### src/rtl/fpu_arb_pkg.sv
// Shared types and constants for the round-robin float-unit arbiter.
// Optional WAIT timeout is enabled by defining FPU_ARB_TIMEOUT_EN.
package fpu_arb_pkg;

    typedef enum logic [2:0] {
        IDLE,
        CLR,
        ISSUE,
        WAIT,
        RESP
    } arb_state_e;

    // Quiet NaN for an IEEE format of width s (16/32/64): exponent ones plus mantissa MSB.
    function automatic logic [63:0] qnan_f(input int s);
        int          ew;
        logic [63:0] v;
        ew = (s == 16) ? 5 : (s == 64) ? 11 : 8;
        v  = '0;
        for (int i = 0; i < 64; i++) begin
            if (i >= s - 2 - ew && i <= s - 2) v[i] = 1'b1;
        end
        return v;
    endfunction

endpackage

### src/rtl/rr_pick.sv
// Round-robin picker: first set request at or after ptr, wrapping to 0.
// Used by fpu_arbiter; no configuration macros.
module rr_pick #(
    parameter  int N  = 4,
    localparam int PW = $clog2(N)
) (
    input  logic [N-1:0]  req,
    input  logic [PW-1:0] ptr,
    output logic [N-1:0]  win,
    output logic          valid
);

    always_comb begin
        win   = '0;
        valid = 1'b0;
        for (int k = 0; k < N; k++) begin
            int s;
            s = int'(ptr) + k;
            if (s >= N) s = s - N;
            if (!valid && req[PW'(s)]) begin
                win[PW'(s)] = 1'b1;
                valid       = 1'b1;
            end
        end
    end

endmodule

### src/rtl/fpu_arbiter.sv
// Shares one float unit among N requesters with round-robin arbitration.
// Define FPU_ARB_TIMEOUT_EN to abort a WAIT that exceeds TIMEOUT cycles with a quiet NaN.
module fpu_arbiter
    import fpu_arb_pkg::*;
#(
    parameter int S       = 32,
    parameter int N       = 4,
    parameter int TIMEOUT = 255
) (
    input  logic           clk,
    input  logic           rst,
    input  logic [N-1:0]   req,
    input  logic [S*N-1:0] op_a,
    input  logic [S*N-1:0] op_b,
    output logic [N-1:0]   gnt,
    output logic [N-1:0]   rsp_valid,
    output logic [S-1:0]   rsp_data,
    output logic           rsp_err,
    output logic           fu_rst_n,
    output logic           fu_start,
    output logic [S-1:0]   fu_a,
    output logic [S-1:0]   fu_b,
    input  logic [S-1:0]   fu_result,
    input  logic           fu_done,
    output logic           busy
);

    localparam int PW = $clog2(N);

    arb_state_e    state_q;
    logic [PW-1:0] ptr_q;
    logic [N-1:0]  win_q;
    logic [N-1:0]  gnt_q;
    logic [N-1:0]  rsp_valid_q;
    logic [S-1:0]  rsp_data_q;
    logic          fu_rst_n_q;
    logic          fu_start_q;
    logic [S-1:0]  fu_a_q;
    logic [S-1:0]  fu_b_q;
    logic          busy_q;

    logic [N-1:0]  pick;
    logic          pick_vld;
    logic [S-1:0]  sel_a_d;
    logic [S-1:0]  sel_b_d;
    logic [PW-1:0] ptr_d;

`ifdef FPU_ARB_TIMEOUT_EN
    localparam int          CW     = (TIMEOUT >= 255) ? $clog2(TIMEOUT + 1) : 8;
    localparam logic [63:0] QNAN64 = qnan_f(S);
    logic [CW-1:0] cnt_q;
    logic          rsp_err_q;
    assign rsp_err = rsp_err_q;
`else
    logic [31:0] unused_timeout;
    assign unused_timeout = 32'(TIMEOUT);
    assign rsp_err        = 1'b0;
`endif

    rr_pick #(.N(N)) u_pick (
        .req   (req),
        .ptr   (ptr_q),
        .win   (pick),
        .valid (pick_vld)
    );

    always_comb begin
        sel_a_d = '0;
        sel_b_d = '0;
        ptr_d   = ptr_q;
        for (int i = 0; i < N; i++) begin
            if (pick[i]) begin
                sel_a_d = sel_a_d | op_a[S*i +: S];
                sel_b_d = sel_b_d | op_b[S*i +: S];
            end
            if (win_q[i]) ptr_d = (i == N - 1) ? '0 : PW'(i + 1);
        end
    end

    always_ff @(posedge clk) begin
        if (rst) begin
            state_q     <= IDLE;
            ptr_q       <= '0;
            win_q       <= '0;
            gnt_q       <= '0;
            rsp_valid_q <= '0;
            rsp_data_q  <= '0;
            fu_rst_n_q  <= 1'b0;
            fu_start_q  <= 1'b0;
            fu_a_q      <= '0;
            fu_b_q      <= '0;
            busy_q      <= 1'b0;
`ifdef FPU_ARB_TIMEOUT_EN
            cnt_q       <= '0;
            rsp_err_q   <= 1'b0;
`endif
        end else begin
            gnt_q       <= '0;
            rsp_valid_q <= '0;
            fu_start_q  <= 1'b0;
            case (state_q)
                IDLE: begin
                    if (pick_vld) begin
                        win_q      <= pick;
                        fu_a_q     <= sel_a_d;
                        fu_b_q     <= sel_b_d;
                        fu_rst_n_q <= 1'b0;
                        busy_q     <= 1'b1;
                        state_q    <= CLR;
                    end else begin
                        fu_rst_n_q <= 1'b1;
                    end
                end
                CLR: begin
                    fu_rst_n_q <= 1'b1;
                    // A winner that dropped its request before the grant is withdrawn.
                    if (|(req & win_q)) begin
                        fu_start_q <= 1'b1;
                        gnt_q      <= win_q;
                        state_q    <= ISSUE;
                    end else begin
                        busy_q  <= 1'b0;
                        state_q <= IDLE;
                    end
                end
                ISSUE: begin
`ifdef FPU_ARB_TIMEOUT_EN
                    cnt_q <= '0;
`endif
                    state_q <= WAIT;
                end
                WAIT: begin
                    if (fu_done) begin
                        rsp_data_q  <= fu_result;
                        rsp_valid_q <= win_q;
                        state_q     <= RESP;
`ifdef FPU_ARB_TIMEOUT_EN
                        rsp_err_q   <= 1'b0;
                    end else if (cnt_q == CW'(TIMEOUT - 1)) begin
                        rsp_data_q  <= QNAN64[S-1:0];
                        rsp_err_q   <= 1'b1;
                        rsp_valid_q <= win_q;
                        state_q     <= RESP;
                    end else begin
                        cnt_q <= cnt_q + 1'b1;
`endif
                    end
                end
                RESP: begin
                    ptr_q   <= ptr_d;
                    busy_q  <= 1'b0;
                    state_q <= IDLE;
                end
                default: state_q <= IDLE;
            endcase
        end
    end

    assign gnt       = gnt_q;
    assign rsp_valid = rsp_valid_q;
    assign rsp_data  = rsp_data_q;
    assign fu_rst_n  = fu_rst_n_q;
    assign fu_start  = fu_start_q;
    assign fu_a      = fu_a_q;
    assign fu_b      = fu_b_q;
    assign busy      = busy_q;

endmodule

### config.mk
export PLATFORM = sky130hd
export DESIGN_NAME = fpu_arbiter
export DESIGN_NICKNAME = d
export VERILOG_FILES = /design/src/rtl/fpu_arb_pkg.sv /design/src/rtl/rr_pick.sv /design/src/rtl/fpu_arbiter.sv
export SDC_FILE = /design/constraint.sdc
export NUM_CORES = 1
export LEC_CHECK = 0
export CORE_AREA = 2 2 158 160
export DETAILED_ROUTE_END_ITERATION = 7
export DIE_AREA = 0 0 160 162
export GPL_TIMING_DRIVEN = 0
export SYNTH_ARGS = -nofsm -noshare
export SYNTH_HDL_FRONTEND = slang
export SYNTH_SLANG_ARGS = --single-unit
export TNS_END_PERCENT = 50
### constraint.sdc
create_clock -name clk -period 5.2 [get_ports clk]
set_input_delay 1.3 -clock clk [delete_from_list [all_inputs] [get_ports clk]]
set_output_delay 1.3 -clock clk [all_outputs]
set_load 0.005 [all_outputs]
==> metrics.md <==
| Metric | Value |
|---|---|
| Status | complete, no violations |
| CP max-delay cell | clkdlybuf4s50_1 |
| Gate power share | 0.263 |
| Pwr Density | 287.9 nW/µm² |
| Flops & latches, synth | 116 |
| Largest net degree at the start of global routing | 17 |
| Initial Utilization | 0.2337 |
| TNS Setup | 0 ps |
| Worst path arrival time | 4120 ps |
| Mapped Area | 5634 µm² |
| R2r setup slk | 1680 ps |
| Initial DRC count | 610 |
| Pre-CTS setup slack | 830.0 ps |
| Vias/cell | 4.988 |
| Share of the synthesized area in the top cell type | 0.4122 |
| Global-route wire length before repair | 42190 µm |
| DR vias | 6988 |
| Cell chain of the critical path | clkdlybuf4s50_1, mux2i_1, mux2i_1, nor4_2, nor4_4, buf_6, clkbuf_1, a311oi_1 |
| Psw | 0.8476 mW |
| Worst R2R Path Depth | 10 |
| Max-cap violations | 0 |
| HP Start | rsp_data[31]$_SDFFE_PP0P_ |
| Clock share of power | 0.398 |
| WL final | 28820 µm |
| Final Hold Vio Count | 0 |
| Clock sinks | 116 |
| Final Hold Slack | 451.3 ps |
| Half-perimeter wire length after placement | 21870 µm |
| Sequential Power Share | 0.339 |
| Post-synth EDFFs | 0 |
| Reg clk slew, reported paths | 60 ps |
| Syn Inst Count | 637 |
| Startpoint types | primary input |
| Critical path endpoint category | flop |
| Most used cell, CP | mux2i_1 |
| FF-to-FF End | fu_a[14]$_SDFFE_PP0P_ |
| Post-synth top flop | dfxtp_1 |
| Worst Path Buf+Inv | 3 |
| Final Non-Filler Cells | 1401 |
| Root Driver | clkbuf_16 |
| Clock Path Buffers | 2 |
| Crit Path Max Fanout | 10 |
| Width of the die | 160 µm |
| Cell family with most CP delay | buffers and inverters |
| Lkg Pwr | 3.674 nW |
| Hold Crit Class | reg2reg |
| RSZ-0062 raised after global routing | false |
| Resized cells post-CTS | 0 |
| Drt drc | 0 |
| Drt pass-1 iters | 5 |
| Hold buffer count at cts | 0 |
| Final Worst Setup Slack | 1338 ps |
| Int Pwr | 2.224 mW |
| Syn nets | 940 |
| Worst-skew pair later-pin latency | 420 ps |
| Async set-or-reset flop fraction in the synthesized netlist | 0 |
| Die ar. | 25920 µm² |
| Dominant cells by area after synthesis | dfxtp_1 41%, a222oi_1 11%, a311oi_1 9.9% |
| Num CTS Buffers | 17 |
| Max_slew headroom | 0.4217 |
| Origin of the critical flop-to-flop path | ptr_q[0]$_SDFFE_PP0P_ |
| Setup Fix Bufs, Post-CTS | 0 |
| Sw Share | 0.2759 |
| Tmin final | 3862 ps |
| CP Data Required Time | 5460 ps |
| Slew Viols, Final | 0 |
| Final nets | 1359 |
| Fin crit share | 0.7426 |
| Vias in the first global route | 7038 |
| Core Box Area | 24110 µm² |
| GR Overflow Total | 0 |
| Worst hold path depth | 2 |
| Synth cell types | 41 |
| Worst path max stage delay | 640 ps |
| Hold EP | rsp_data[31]$_SDFFE_PP0P_ |
| Avg WL per Cell | 20.57 µm |
| Placed cells | 1361 |
| Routed Antenna Nets | 0 |
| # IOs | 403 |
| Slew @ Worst Pin | 867.4 ps |
| Yosys top cell by area | dfxtp_1 |
| TritonCTS clock tree | done |
| Port Buf Inserts | 400 |
| GRT Resource Usage Total | 0.2136 |
| Achievable Freq | 259.0 MHz |
| Final setup viols | 0 |
| Sequential fraction of the synthesis area | 0.4122 |
| H-tree lvl count | 4 |
| Max Clock Skew | 10.59 ps |
| Share of layout cells above drive strength 1 | 0.07390 |
| CP Class | in2reg |
| Cell row count | 57 |
| Syn. warnings | 0 |
| Max IR drop VDD | 0.1742 mV |
| Mapped Avg Cell Area | 8.845 µm² |
| Die height | 162 µm |
| Finished Core Util | 0.4426 |
| GP Congestion | 0.8712 |
| Layout Area Growth over Synthesis | 89.38% |
| Initial antenna violation count | 8 |
[layout by cell type (no fill, tap or decap), types with 9 or more instances in the layout]
cell | synthesis | final
a21oi_1 | 37 | 37
a222oi_1 | 64 | 64
a311oi_1 | 64 | 64
and2_1 | 9 | 9
buf_4 | 9 | 9
buf_6 | 18 | 18
clkbuf_1 | 33 | 33
clkbuf_16 | 0 | 17
clkdlybuf4s50_1 | 0 | 400
dfxtp_1 | 116 | 116
mux2i_1 | 11 | 11
nand2_1 | 134 | 134
nor2_1 | 76 | 76
[stage by stage]
| stage | total power, mW | cell area, µm² |
|---|---|---|
| final | 3.072 | 10670 |
| after global routing | 3.193 | 10670 |
| after CTS | 3.104 | 10650 |
| after detailed placement | 1.870 | 10040 |
| after global placement | 1.864 | 10040 |
| after floorplan | 1.335 | 5634 |
[sequential cells by signal (all words and copies together) (netlist names)]
| signal | count |
|---|---|
| rsp_valid | 4 |
| busy | 1 |
| win_q | 4 |
| fu_b | 32 |
| rsp_data | 32 |
| fu_rst_n | 1 |
| fu_start | 1 |
| gnt | 4 |
| fu_a | 32 |
| state_q | 3 |
| ptr_q | 2 |
[synth_stat cells, types with 2 or more instances]
cell and count:
buf_4 9, a31oi_1 2, o21ai_0 4, buf_2 6, ha_1 8, mux4_2 3, o22ai_2 2, mux2i_1 11
and2_1 9, nand2_1 134, o221ai_2 2, nor2b_1 3, nor3_1 5, clkbuf_1 33, a21oi_1 37, a222oi_1 64
inv_1 6, nor2_1 76, nor4b_1 2, a22oi_1 2, dfxtp_1 116, a311oi_1 64, buf_6 18, nand2b_1 2
o22ai_1 3
[metal layers]
metal / track usage / part of all wire / vias to the layer above
met3: 0.07201 / 0.087 / 40
met1: 0.2405 / 0.39 / 3326
met5: 0 / 0 / -
li1: - / - / 3288
met2: 0.3747 / 0.50 / 334
met4: 0.08190 / 0.022 / 0
[worst max-delay path by stage]
stage / to / cells after the start / from / slack, ps
final: fu_a[14]$_SDFFE_PP0P_ / 8 / req[1] / 1340
after global routing: fu_a[14]$_SDFFE_PP0P_ / 8 / req[0] / 1160
after CTS: fu_a[14]$_SDFFE_PP0P_ / 7 / req[1] / 1260
after detailed placement: fu_a[14]$_SDFFE_PP0P_ / 7 / req[1] / 830
after global placement: fu_a[14]$_SDFFE_PP0P_ / 7 / req[1] / 810
after floorplan: fu_a[0]$_SDFFE_PP0P_ / 7 / req[3] / 2070
[kinds of logic after synthesis]
kind of cell             synth area share
multiplexers                      0.03353
XOR/XNOR                         0.001555
buffers and inverters             0.07994
flip-flops                         0.4122
adder cells (fa/ha/maj)           0.01777
other                           0.0006656
AO/OA/AOI/OAI                      0.2780
AND/OR/NAND/NOR                    0.1763
[layout make-up]
| cell class | instances | area (µm²) |
|---|---|---|
| diodes | 8 | 20.02 |
| plain buffers | 66 | 424.2 |
| clock buffers | 17 | 425.4 |
| clock inverters | 15 | 181.4 |
| fillers | 2435 | 13440 |
| inverters | 7 | 26.28 |
| multi-input cells | 448 | 2861 |
| flip-flops and latches | 116 | 2322 |
| well taps | 324 | 405.4 |
| repair buffers | 400 | 4004 |
[power groups by stage]
stage / logic (mW) / registers, mW / clock network (mW)
after floorplan: 0.273 / 1.06 / 0
after global placement: 0.809 / 1.06 / 0
after detailed placement: 0.811 / 1.06 / 0
after CTS: 0.814 / 1.04 / 1.25
after global routing: 0.865 / 1.05 / 1.27
final: 0.809 / 1.04 / 1.22
[worst min-delay path: cells and delay by family, from the launching register on]
family | cells | cell delay, ps
flops | 1 | 300
simple gates | 1 | 50
compound gates | 1 | 50
No activity file was read; power rests on OpenSTA's default activity.
